File: config.mk
export PLATFORM = sky130hd
export DESIGN_NAME = irq_controller
export DESIGN_NICKNAME = d
export VERILOG_FILES = /design/src/rtl/irq_controller.sv
export SDC_FILE = /design/constraint.sdc
export NUM_CORES = 1
export LEC_CHECK = 0
export BUFFER_PORTS_ARGS = -buffer_cell sky130_fd_sc_hd__buf_4
export CORE_MARGIN = 4
export CORE_UTILIZATION = 49
export DETAILED_ROUTE_END_ITERATION = 8
export PLACE_DENSITY = 0.87
export SLEW_MARGIN = 20
export SYNTH_ARGS = -nofsm -noshare
export SYNTH_HDL_FRONTEND = slang
export SYNTH_SLANG_ARGS = --single-unit
File: constraint.sdc
create_clock -name clk -period 4.5 [get_ports clk]
set_input_delay 0.45 -clock clk [delete_from_list [all_inputs] [get_ports clk]]
set_output_delay 0.45 -clock clk [all_outputs]
set_load 0.1 [all_outputs]
File: src/rtl/irq_controller.sv
// Memory-mapped interrupt controller: per-source enable and edge/level
// mode, latched pending bits, fixed priority, vector/ack handshake.
module irq_controller #(
  parameter int          NUM_SRC    = 8,
  parameter int          VEC_W      = 4,
  parameter logic [63:0] BASE_ADDR  = 64'h0000_0000_0000_FF00,
  parameter logic [NUM_SRC-1:0] ENABLE_RST = '1,
  parameter logic [NUM_SRC-1:0] MODE_RST   = '1
) (
  input  logic               clk,
  input  logic               reset_n,
  input  logic [NUM_SRC-1:0] irq_src,
  output logic [VEC_W-1:0]   interrupt_vector,
  input  logic               interrupt_ack,
  input  logic [63:0]        bus_address,
  input  logic [63:0]        bus_write_data,
  input  logic               bus_write_enable,
  input  logic               bus_read_enable,
  output logic [63:0]        bus_read_data,
  output logic               bus_selected,
  output logic               irq_any
);

  typedef enum logic [1:0] {
    S_IDLE,
    S_PRES,
    S_GAP
  } state_t;

  state_t             r_state;
  logic [VEC_W-1:0]   r_vec;
  logic [NUM_SRC-1:0] r_s1;
  logic [NUM_SRC-1:0] r_s2;
  logic [NUM_SRC-1:0] r_hist;
  logic [NUM_SRC-1:0] r_pnd;
  logic [NUM_SRC-1:0] r_en;
  logic [NUM_SRC-1:0] r_mode;
  logic [63:0]        r_rdata;
  logic               r_any;

  logic [63:0]        w_off;
  logic               w_sel;
  logic               w_wr;
  logic               w_rd;
  logic [1:0]         w_reg;
  logic [NUM_SRC-1:0] w_wdata;
  logic [NUM_SRC-1:0] w_rise;
  logic [NUM_SRC-1:0] w_act;
  logic [NUM_SRC-1:0] w_w1c;
  logic [NUM_SRC-1:0] w_en_nxt;
  logic [NUM_SRC-1:0] w_mode_nxt;
  logic [NUM_SRC-1:0] w_ack_clr;
  logic [NUM_SRC-1:0] w_pnd_nxt;
  logic [VEC_W-1:0]   w_lo;
  logic [63:0]        w_rmux;
  logic               w_unused;

  // Addresses below the base wrap to huge offsets, so one compare suffices
  assign w_off   = bus_address - BASE_ADDR;
  assign w_sel   = (w_off < 64'd32);
  assign w_reg   = w_off[4:3];
  assign w_wr    = w_sel & bus_write_enable;
  assign w_rd    = w_sel & bus_read_enable;
  assign w_wdata = bus_write_data[NUM_SRC-1:0];
  assign w_unused = ^{w_off[2:0], bus_write_data};

  assign w_rise = r_s2 & ~r_hist;
  assign w_act  = r_pnd & r_en;

  assign w_w1c = (w_wr && w_reg == 2'd0) ? (w_wdata & r_mode) : '0;
  assign w_en_nxt   = (w_wr && w_reg == 2'd1) ? w_wdata : r_en;
  assign w_mode_nxt = (w_wr && w_reg == 2'd2) ? w_wdata : r_mode;

  always_comb begin
    w_ack_clr = '0;
    for (int i = 0; i < NUM_SRC; i++) begin
      if (r_state == S_PRES && interrupt_ack &&
          r_vec == VEC_W'(i + 1))
        w_ack_clr[i] = r_mode[i];
    end
  end

  // A fresh edge beats any clear in the same cycle
  always_comb begin
    w_pnd_nxt = '0;
    for (int i = 0; i < NUM_SRC; i++) begin
      if (w_mode_nxt[i] != r_mode[i])
        w_pnd_nxt[i] = 1'b0;
      else if (r_mode[i])
        w_pnd_nxt[i] = (r_pnd[i] & ~(w_w1c[i] | w_ack_clr[i]))
                     | w_rise[i];
      else
        w_pnd_nxt[i] = r_s2[i];
    end
  end

  always_comb begin
    w_lo = '0;
    for (int i = NUM_SRC - 1; i >= 0; i--) begin
      if (w_act[i])
        w_lo = VEC_W'(i + 1);
    end
  end

  always_comb begin
    w_rmux = '0;
    unique case (w_reg)
      2'd0: w_rmux[NUM_SRC-1:0] = r_pnd;
      2'd1: w_rmux[NUM_SRC-1:0] = r_en;
      2'd2: w_rmux[NUM_SRC-1:0] = r_mode;
      2'd3: w_rmux[VEC_W-1:0]   = r_vec;
      default: w_rmux = '0;
    endcase
  end

  always_ff @(posedge clk or negedge reset_n) begin
    if (!reset_n) begin
      r_s1   <= '0;
      r_s2   <= '0;
      r_hist <= '0;
      r_pnd  <= '0;
      r_en   <= ENABLE_RST;
      r_mode <= MODE_RST;
      r_any  <= 1'b0;
    end else begin
      r_s1   <= irq_src;
      r_s2   <= r_s1;
      r_hist <= r_s2;
      r_pnd  <= w_pnd_nxt;
      r_en   <= w_en_nxt;
      r_mode <= w_mode_nxt;
      r_any  <= |w_act;
    end
  end

  always_ff @(posedge clk or negedge reset_n) begin
    if (!reset_n)
      r_rdata <= '0;
    else if (w_rd)
      r_rdata <= w_rmux;
  end

  always_ff @(posedge clk or negedge reset_n) begin
    if (!reset_n) begin
      r_state <= S_IDLE;
      r_vec   <= '0;
    end else begin
      unique case (r_state)
        S_IDLE: begin
          if (|w_act) begin
            r_vec   <= w_lo;
            r_state <= S_PRES;
          end
        end
        S_PRES: begin
          if (interrupt_ack) begin
            r_vec   <= '0;
            r_state <= S_GAP;
          end
        end
        S_GAP: r_state <= S_IDLE;
        default: begin
          r_state <= S_IDLE;
          r_vec   <= '0;
        end
      endcase
    end
  end

  assign interrupt_vector = r_vec;
  assign bus_read_data    = r_rdata;
  assign bus_selected     = w_sel;
  assign irq_any          = r_any;

endmodule

==> results.toml, run 1 <==
[route]
drc = 0
avgViaCountPerCell = 5.600
vias = 3293
ant_nets = 0
wl_per_cell_um = 16.20
drtPass1Iterations = 5
drt_iter0_drc = 213
totalWireLength_um = 9523

[layout]
multi_input_area_um2 = 2007
fin_nets = 622
stdcell_count = 588
ff_latch_area_um2 = 1597
n_fill_cell = 628
fin_util = 0.6035
antennaDiodeCount = 0
area_delta_synth_final_pct = 19.53
drive_above_1_share = 0.3436
fin_area_um2 = 4663

[critical_path]
cp-start-kind = "input pin"
criticalPathCategory = "input pin to primary output"
cp_cell_sequence = "buf_4 -> or4_4 -> or4_4 -> or4_4 -> o31a_1 -> a2111oi_4 -> nand4_2 -> nor2_2 -> buf_4"
crit_buf_inv = 2
r2r_slack_ps = 2700
crit_family = "simple AND/OR/NAND/NOR gates"
slowest_stage = "or4_4"
crit_path_max_incr_delay_ps = 540
path_max_fanout = 4
cp.required_ps = 4050
cp-end-kind = "primary output"
cp_common_cell = "or4_4"
crit_arrival_ps = 3570

[clock_tree]
clkSlewWorstSetupHoldPaths_ps = 60
cts_tree = "yes"
postCtsHoldBufs = 0
cts_resized = 0
clockBufferDepth = 2
cts_inserted_buffers = 9
clock-sinks = 63
clkLatencyLatePin_ps = 340
cts_setup_buffers = 0
cts-root-buf = "clkbuf_8"
htreeDepth = 3

[pwr]
p_leak_nw = 2.131
total_power_mw = 1.457
power_density_nw_per_um2 = 312.4
peakVddDrop_mv = 0.2399

[timing]
fin_crit_sh = 0.8926
max_slew_margin = 0.5001
finalSetupViolations = 0
holdWs_ps = 181.4
setup_slack_ps = 483.2
fin_crit_ps = 4017
fin_worst_skew_ps = 6.867
rsz0062_at_grt = "no"
slew_viol_final = 0
worstMarginPinSlew_ps = 749.8
max_freq_mhz = 249.0
finalHoldViolations = 0
fin_setup_tns_ps = 0

[global_route]
track_usage = 0.1957
antenna_found_initial = 0
overflow = 0
grt_first_pass_wirelength_um = 15190
grt_max_degree = 64
grt_pass1_vias = 3194

[yosys]
synth.area.top_cells = "dfrtp_1 30%, buf_4 11%, dfstp_2 11%"
yosysMostFrequentCell = "buf_4"
synth.distinct_cells = 61
synth_area_per_cell_um2 = 10.19
synth_common_cells = "56 x buf_4, 47 x dfrtp_1, 43 x nand2_1, 19 x o21ai_0"
synth-edff-count = 0
ys.flop_type = "dfrtp_1"
synth_area_um2 = 3901
ys_seq_area_frac = 0.4092
syn_inst = 383
yosys.area.top_type = "dfrtp_1"
yosysWarnings = 0
ys_seq_elements = 63
synthArstFlopShare = 1.000
synth_top_area_frac = 0.3015

[place]
place.gp.congestion = 0.9172
place_inst = 572
dpl_cell_area_um2 = 4482
pre_cts_ws_ps = 570.9
dpl.hpwl_um = 7318
portBuffers = 95

[outcome]
status = "completed"

[die]
initial_core_util = 0.5049
row_count = 32
fp.coreArea_um2 = 7727
die_area_um2 = 9454
die_w_um = 97.23
ios = 211
die_y_um = 97.23

[flow_run]
maxCapViolations = 0

[worst_hold_path]
hp-class = "input pin to async pin"
==> state kept, by name, indices dropped and copies added, names as in the netlist <==
signal            count
r_s2                  8
r_en                  8
r_hist                8
interrupt_vector      4
r_pnd                 8
r_mode                8
irq_any               1
r_state               2
bus_read_data         8
r_s1                  8
==> power breakdown <==
| group | total [mW] | switching (mW) | internal [mW] |
|---|---|---|---|
| clock | 0.458 | 0.206 | 0.252 |
| sequential | 0.607 | 0.0197 | 0.587 |
| combinational | 0.393 | 0.312 | 0.0810 |
==> metal layers <==
| metal | vias to the layer above | global-route usage | routed length (um) |
|---|---|---|---|
| li1 | 1502 | - | - |
| met1 | 1587 | 0.2562 | 3814 |
| met2 | 183 | 0.3153 | 4683 |
| met3 | 21 | 0.04594 | 832 |
| met4 | 0 | 0.07561 | 192 |
| met5 | - | 0 | 0 |
==> area by class of cell <==
type,count,share of cell area
Tap cell,102,0.02737
Timing Repair Buffer,97,0.1562
Clock buffer,11,0.02817
Clock inverter,5,0.01073
Sequential cell,63,0.3424
Inverter,6,0.004830
Multi-Input combinational cell,304,0.4304
==> logic make-up (layout without fill, tap and decap cells) <==
family | count (synthesis) | after routing | synth area share
xor+xnor | 10 | 10 | 0.02245
simple gates | 140 | 140 | 0.1972
flops | 63 | 63 | 0.4092
other cells | 1 | 56 | 0.0009612
mux | 35 | 35 | 0.1257
buf+inv | 71 | 119 | 0.1292
compound gates | 63 | 63 | 0.1151
==> layout by cell type (no fill, tap or decap), types with 3 or more instances in the layout <==
master / instances
and4_1: 4
or4_4: 3
nor4_1: 9
mux2i_1: 7
nand4_1: 12
a21oi_1: 5
mux4_2: 4
nand2_1: 43
nor2_1: 10
nand3_1: 15
dfrtp_1: 47
buf_4: 97
a32oi_1: 7
clkinv_2: 4
a31oi_1: 7
mux2_2: 8
and3_1: 3
nor3_1: 14
conb_1: 56
nor2b_1: 5
o41ai_1: 4
xor2_1: 8
clkbuf_8: 9
mux2_4: 16
and2_1: 3
inv_1: 6
o21ai_0: 19
dfstp_2: 16
a211oi_1: 3
==> path summary, 6_finish.rpt <==
path | startpoint | to | cells after the start
worst max-delay path | bus_address[48] | bus_selected | 9
worst max register to register | r_pnd[1] | interrupt_vector[2] | 7
worst min-delay path | reset_n | bus_read_data[2] | 1
min in group clk | irq_src[3] | r_s1[3] | 1
worst min register to register | r_s1[2] | r_s2[2] | 0
max in group asynchronous | reset_n | r_pnd[4] | 1
Power figures use the tool's default switching activity.
==> run 2: changes to the inputs <==
--- a/config.mk
+++ b/config.mk
@@ -7,9 +7,9 @@
 export LEC_CHECK = 0
 export BUFFER_PORTS_ARGS = -buffer_cell sky130_fd_sc_hd__buf_4
 export CORE_MARGIN = 4
-export CORE_UTILIZATION = 49
+export CORE_UTILIZATION = 45
 export DETAILED_ROUTE_END_ITERATION = 8
-export PLACE_DENSITY = 0.87
+export PLACE_DENSITY = 0.8
 export SLEW_MARGIN = 20
 export SYNTH_ARGS = -nofsm -noshare
 export SYNTH_HDL_FRONTEND = slang
==> constraint.sdc (replaced) <==
create_clock -name clk -period 4 [get_ports clk]
set_input_delay 0.4 -clock clk [delete_from_list [all_inputs] [get_ports clk]]
set_output_delay 0.4 -clock clk [all_outputs]
set_load 0.1 [all_outputs]
==> run 2 against run 1 <==
Non-clock buffer count rose by 3; largest power group unchanged; sequential share of layout area shrank 0.40 points; sequential power rose by 13%; clock-buffer cell count rose by 1; critical path type unchanged; combinational power rose by 12%; global-route usage fell by 1.4 points.
==> results.toml, run 2 (same netlist as run 1, synthesis figures left out) <==
[clock_tree]
cts_setup_buffers = 0
clock-sinks = 63
cts_tree = "yes"
cts_resized = 0
postCtsHoldBufs = 0
cts-root-buf = "clkbuf_8"
htreeDepth = 3
clkSlewWorstSetupHoldPaths_ps = 60
clkLatencyLatePin_ps = 330
cts_inserted_buffers = 9
clockBufferDepth = 2

[pwr]
p_leak_nw = 2.155
power_density_nw_per_um2 = 359.8
peakVddDrop_mv = 0.2390
total_power_mw = 1.698

[critical_path]
slowest_stage = "or4_4"
cp-start-kind = "input pin"
cp_common_cell = "or4_4"
cp-end-kind = "primary output"
criticalPathCategory = "input pin to primary output"
cp.required_ps = 3600
r2r_slack_ps = 2280
crit_path_max_incr_delay_ps = 540
crit_arrival_ps = 3430
path_max_fanout = 4
cp_cell_sequence = "buf_4 -> or4_4 -> or4_4 -> or4_4 -> o31a_1 -> a2111oi_4 -> nand4_2 -> nor2_4 -> buf_4"

[timing]
rsz0062_at_grt = "no"
fin_crit_sh = 0.9566
slew_viol_final = 0
fin_crit_ps = 3826
max_freq_mhz = 261.3
finalSetupViolations = 0
fin_setup_tns_ps = 0
fin_worst_skew_ps = 7.692
max_slew_margin = 0.4902
finalHoldViolations = 0
worstMarginPinSlew_ps = 764.7

[place]
dpl_cell_area_um2 = 4513
dpl.hpwl_um = 7365
place.gp.congestion = 0.8666
place_inst = 578
portBuffers = 95

[die]
die_area_um2 = 10220
die_w_um = 101.1
die_y_um = 101.1
initial_core_util = 0.4677
ios = 211
fp.coreArea_um2 = 8341
row_count = 33

[flow_run]
maxCapViolations = 0

[layout]
fin_util = 0.5657
antennaDiodeCount = 0
area_delta_synth_final_pct = 20.94
fin_area_um2 = 4718
final_cell_mix = "100 x buf_4, 56 x conb_1, 47 x dfrtp_1, 43 x nand2_1, 19 x o21ai_0"
fin_nets = 625
stdcell_count = 594
drive_above_1_share = 0.3456
layout_commonest_cell = "buf_4"

[outcome]
status = "completed"

[global_route]
grt_first_pass_wirelength_um = 14700
grt_pass1_vias = 3018
top_usage_layer = "met2"
use_met1 = 0.2420
track_usage = 0.1819
grt_util_met3 = 0.04291
grt_max_degree = 64
overflow = 0
met2_usage = 0.2892
antenna_found_initial = 0

[route]
avgViaCountPerCell = 5.301
drt_iter0_drc = 258
ant_nets = 0
totalWireLength_um = 9541
vias = 3149
drtPass1Iterations = 4
drc = 0
wl_per_cell_um = 16.06

[worst_hold_path]
hp-class = "input pin to async pin"
run 2: cell count changes in the layout (fill, tap and decap cells not counted):
cell	change
buf_4	+3
bufinv_16	+1
clkbuf_1	+1
clkinv_2	-2
nor2_2	-1
nor2_4	+1
run 2: worst paths after layout:
path,startpoint,end,cells past startpoint
worst max-delay path,bus_address[48],bus_selected,9
worst min-delay path,reset_n,bus_read_data[1],1
worst max register to register,r_pnd[1],interrupt_vector[2],7
worst min register to register,r_s1[4],r_s2[4],0
max in group asynchronous,reset_n,bus_read_data[5],1
min in group clk,irq_src[2],r_s1[2],1
run 2: area by class of cell:
class,instances,area [um^2]
clock buffers,12,135.1
clock inverters,4,70.07
fillers,725,3622
inverters,6,22.52
multi-input cells,304,2012
flip-flops and latches,63,1597
well taps,105,131.4
repair buffers,100,750.7
run 2: layer usage:
layer / vias up / wire [um]
met2: 146 / 4679
met4: 0 / 201
met1: 1477 / 3906
li1: 1509 / -
met3: 17 / 753
met5: - / 0
run 2: per-stage QoR:
stage / setup WS, ps / hold WS [ps]
6_report: 173.7 / 153.7
2_1_floorplan: 324.1 / 104.4
5_1_grt: 71.12 / 152.2
3_3_place_gp: 183.7 / 331.7
3_5_place_dp: 177.1 / 337.0
4_1_cts: 171.9 / 163.4
run 2: critical path, delay by kind of cell:
family          cells  cell delay [ps]
simple gates        5             1920
compound gates      2              660
buf+inv             2              430
run 2: power breakdown:
part	switching (mW)	internal, mW
clock	0.224	0.350
sequential	0.0224	0.660
combinational	0.351	0.0916
==> run 3: changes to the inputs <==
--- a/config.mk
+++ b/config.mk
@@ -5,11 +5,12 @@
 export SDC_FILE = /design/constraint.sdc
 export NUM_CORES = 1
 export LEC_CHECK = 0
+export ABC_AREA = 1
 export BUFFER_PORTS_ARGS = -buffer_cell sky130_fd_sc_hd__buf_4
 export CORE_MARGIN = 4
-export CORE_UTILIZATION = 45
+export CORE_UTILIZATION = 50
 export DETAILED_ROUTE_END_ITERATION = 8
-export PLACE_DENSITY = 0.8
+export PLACE_DENSITY = 0.82
 export SLEW_MARGIN = 20
 export SYNTH_ARGS = -nofsm -noshare
 export SYNTH_HDL_FRONTEND = slang
==> run 3 against run 2 <==
Synthesized area increased by 39%; register-to-register slack improved by 230 ps; sequential share of layout area down 8.4 points; largest power group unchanged; sequential cell count did not move; global-route usage grew 5.3 points; clock skew decreased by 1.4 ps; cell count grew 81%; non-clock buffer count fell by 4; clock power up 11%; design area up 33%; critical path type unchanged; via count up 77%.
==> results.toml, run 3 <==
[yosys]
synth-edff-count = 0
synthXorXnorAreaFrac = 0.004849
synth_common_cells = "235 x nand2_1, 154 x nor2_1, 81 x inv_1, 56 x buf_4, 47 x dfrtp_1"
synthArstFlopShare = 1.000
syn_inst = 837
synth_area_per_cell_um2 = 6.474
yosys.area_share.adder = 0
yosysMostFrequentCell = "nand2_1"
synth_compound_area_frac = 0.1037
synth_top_family_by_area = "simple AND/OR/NAND/NOR gates"
synth_top_area_frac = 0.2170
synth.area.top_cells = "dfrtp_1 22%, nand2_1 16%, nor2_1 11%"
ys_seq_area_frac = 0.2946
synth.distinct_cells = 43
ys_seq_elements = 63
synth_area_um2 = 5419
yosys.area.top_type = "dfrtp_1"
synth_simple_gate_area_frac = 0.4489
ys.flop_type = "dfrtp_1"
synthMuxAreaShare = 0
yosysWarnings = 0

[critical_path]
slowest_stage = "buf_4"
criticalPathCategory = "input pin to primary output"
cp_cell_sequence = "buf_4 -> nor2_1 -> nand2_1 -> nor2_1 -> nand2_1 -> nor2_1 -> nand3_1 -> nand2_1 -> nand2_1 -> nor2_1 -> nand2_1 -> nor2_1 -> nand2_1 -> nor2_4 -> buf_4"
crit_path_max_incr_delay_ps = 350
path_max_fanout = 9
cp-start-kind = "input pin"
cp.required_ps = 3600
crit_arrival_ps = 2780
cp_common_cell = "nand2_1"
cp-end-kind = "primary output"

[layout]
area_delta_synth_final_pct = 15.70
antennaDiodeCount = 0
layout_commonest_cell = "nand2_1"
final_cell_mix = "235 x nand2_1, 153 x nor2_1, 96 x buf_4, 81 x inv_1, 56 x conb_1"
fin_nets = 1075
stdcell_count = 1075
drive_above_1_share = 0.2045

[timing]
fin_worst_skew_ps = 6.295
max_slew_margin = 0.4998
finalHoldViolations = 0
fin_crit_sh = 0.7961
holdWs_ps = 123.8
rsz0062_at_grt = "no"
max_freq_mhz = 314.0
slew_viol_final = 0
fin_setup_tns_ps = 0
worstMarginPinSlew_ps = 750.4
finalSetupViolations = 0
setup_slack_ps = 815.6
fin_crit_ps = 3184

[place]
place.gp.congestion = 0.9420
portBuffers = 95
place_inst = 1059
pre_cts_ws_ps = 836.5
dpl.hpwl_um = 11900

[clock_tree]
postCtsHoldBufs = 0
cts_inserted_buffers = 9
cts_resized = 0
clockBufferDepth = 2
htreeDepth = 3
clkLatencyLatePin_ps = 340
cts_tree = "yes"
clkSlewWorstSetupHoldPaths_ps = 80
clock-sinks = 63
cts-root-buf = "clkbuf_8"
cts_setup_buffers = 0

[pwr]
power_density_nw_per_um2 = 286.6
seq_power_share = 0.368
p_leak_nw = 3.168
netSwitchingFraction = 0.3740
internal_power_mw = 1.125
clkPwrFrac = 0.354
power_frac_comb = 0.278
peakVddDrop_mv = 0.3218
p_switching_mw = 0.6722
total_power_mw = 1.797

[global_route]
antenna_found_initial = 0
track_usage = 0.2346
grt_max_degree = 64
overflow = 0
grt_first_pass_wirelength_um = 24410
grt_pass1_vias = 5136

[route]
drt_iter0_drc = 585
wl_per_cell_um = 13.87
ant_nets = 0
vias = 5585
drtPass1Iterations = 5
totalWireLength_um = 14920
drc = 0
avgViaCountPerCell = 5.195

[die]
initial_core_util = 0.5179
row_count = 37
fp.coreArea_um2 = 10460
die_y_um = 112.1
die_w_um = 112.1
die_area_um2 = 12570
ios = 211

[outcome]
status = "completed"

[worst_hold_path]
hp-class = "input pin to async pin"

[flow_run]
maxCapViolations = 0
-- run 3: cell types whose count changed after synthesis, moves of 16 or more --
cell,delta
nand2_1,+192
nor2_1,+144
inv_1,+75
nand3_1,+28
nand4_1,+23
nor2_2,+20
a21oi_1,+16
mux2_4,-16
-- run 3: area by class of cell --
type | count | area, um^2
clock buffers | 10 | 137.6
well taps | 136 | 170.2
multi-input cells | 679 | 3233
fillers | 1007 | 4193
flip-flops and latches | 63 | 1597
clock inverters | 6 | 92.59
repair buffers | 96 | 720.7
inverters | 85 | 319.1
-- run 3: metrics by stage --
step	util	instance area, um^2
floorplan	-	5625
global placement	0.5770	6037
detailed placement	0.5770	6037
CTS	0.5990	6267
global route	0.5993	6270
finish	0.5993	6270
-- run 3: kinds of logic (layout without fill, tap and decap cells) --
| logic type | after synthesis | count (layout) |
|---|---|---|
| compound gates | 83 | 83 |
| xor+xnor | 3 | 3 |
| flops | 63 | 63 |
| buf+inv | 150 | 197 |
| simple gates | 537 | 537 |
| other cells | 1 | 56 |
-- run 3: power by group through the flow --
| stage | clock [mW] | sequential (mW) | combinational [mW] |
|---|---|---|---|
| 2_1_floorplan | 0 | 0.692 | 0.383 |
| 4_1_cts | 0.649 | 0.661 | 0.496 |
| 3_3_place_gp | 0 | 0.672 | 0.492 |
| 3_5_place_dp | 0 | 0.673 | 0.495 |
| 5_1_grt | 0.677 | 0.663 | 0.531 |
| 6_report | 0.636 | 0.662 | 0.499 |
-- run 3: worst max-delay path: cells and delay by family --
family                 cells  cell delay (ps)
and+or+nand+nor           13             1900
buffers and inverters      2              480
-- run 3: final timing paths --
| kind | depth (start not counted) | slack (ps) | from | endpoint |
|---|---|---|---|---|
| max | 15 | 820 | bus_address[17] | bus_selected |
| min | 1 | 120 | reset_n | interrupt_vector[1] |
| max reg2reg | 5 | 2510 | interrupt_vector[0] | r_pnd[0] |
| min reg2reg | 0 | 350 | r_s1[0] | r_s2[0] |
| max in group asynchronous | 1 | 3390 | reset_n | r_s2[5] |
| min in group clk | 1 | 160 | irq_src[0] | r_s1[0] |
-- run 3: metal layers --
layer	track usage	vias to the layer above	wire (um)
met5	0	-	0
met4	0.06651	0	293
met3	0.05606	34	1522
li1	-	2788	-
met2	0.3544	281	6467
met1	0.3358	2482	6631
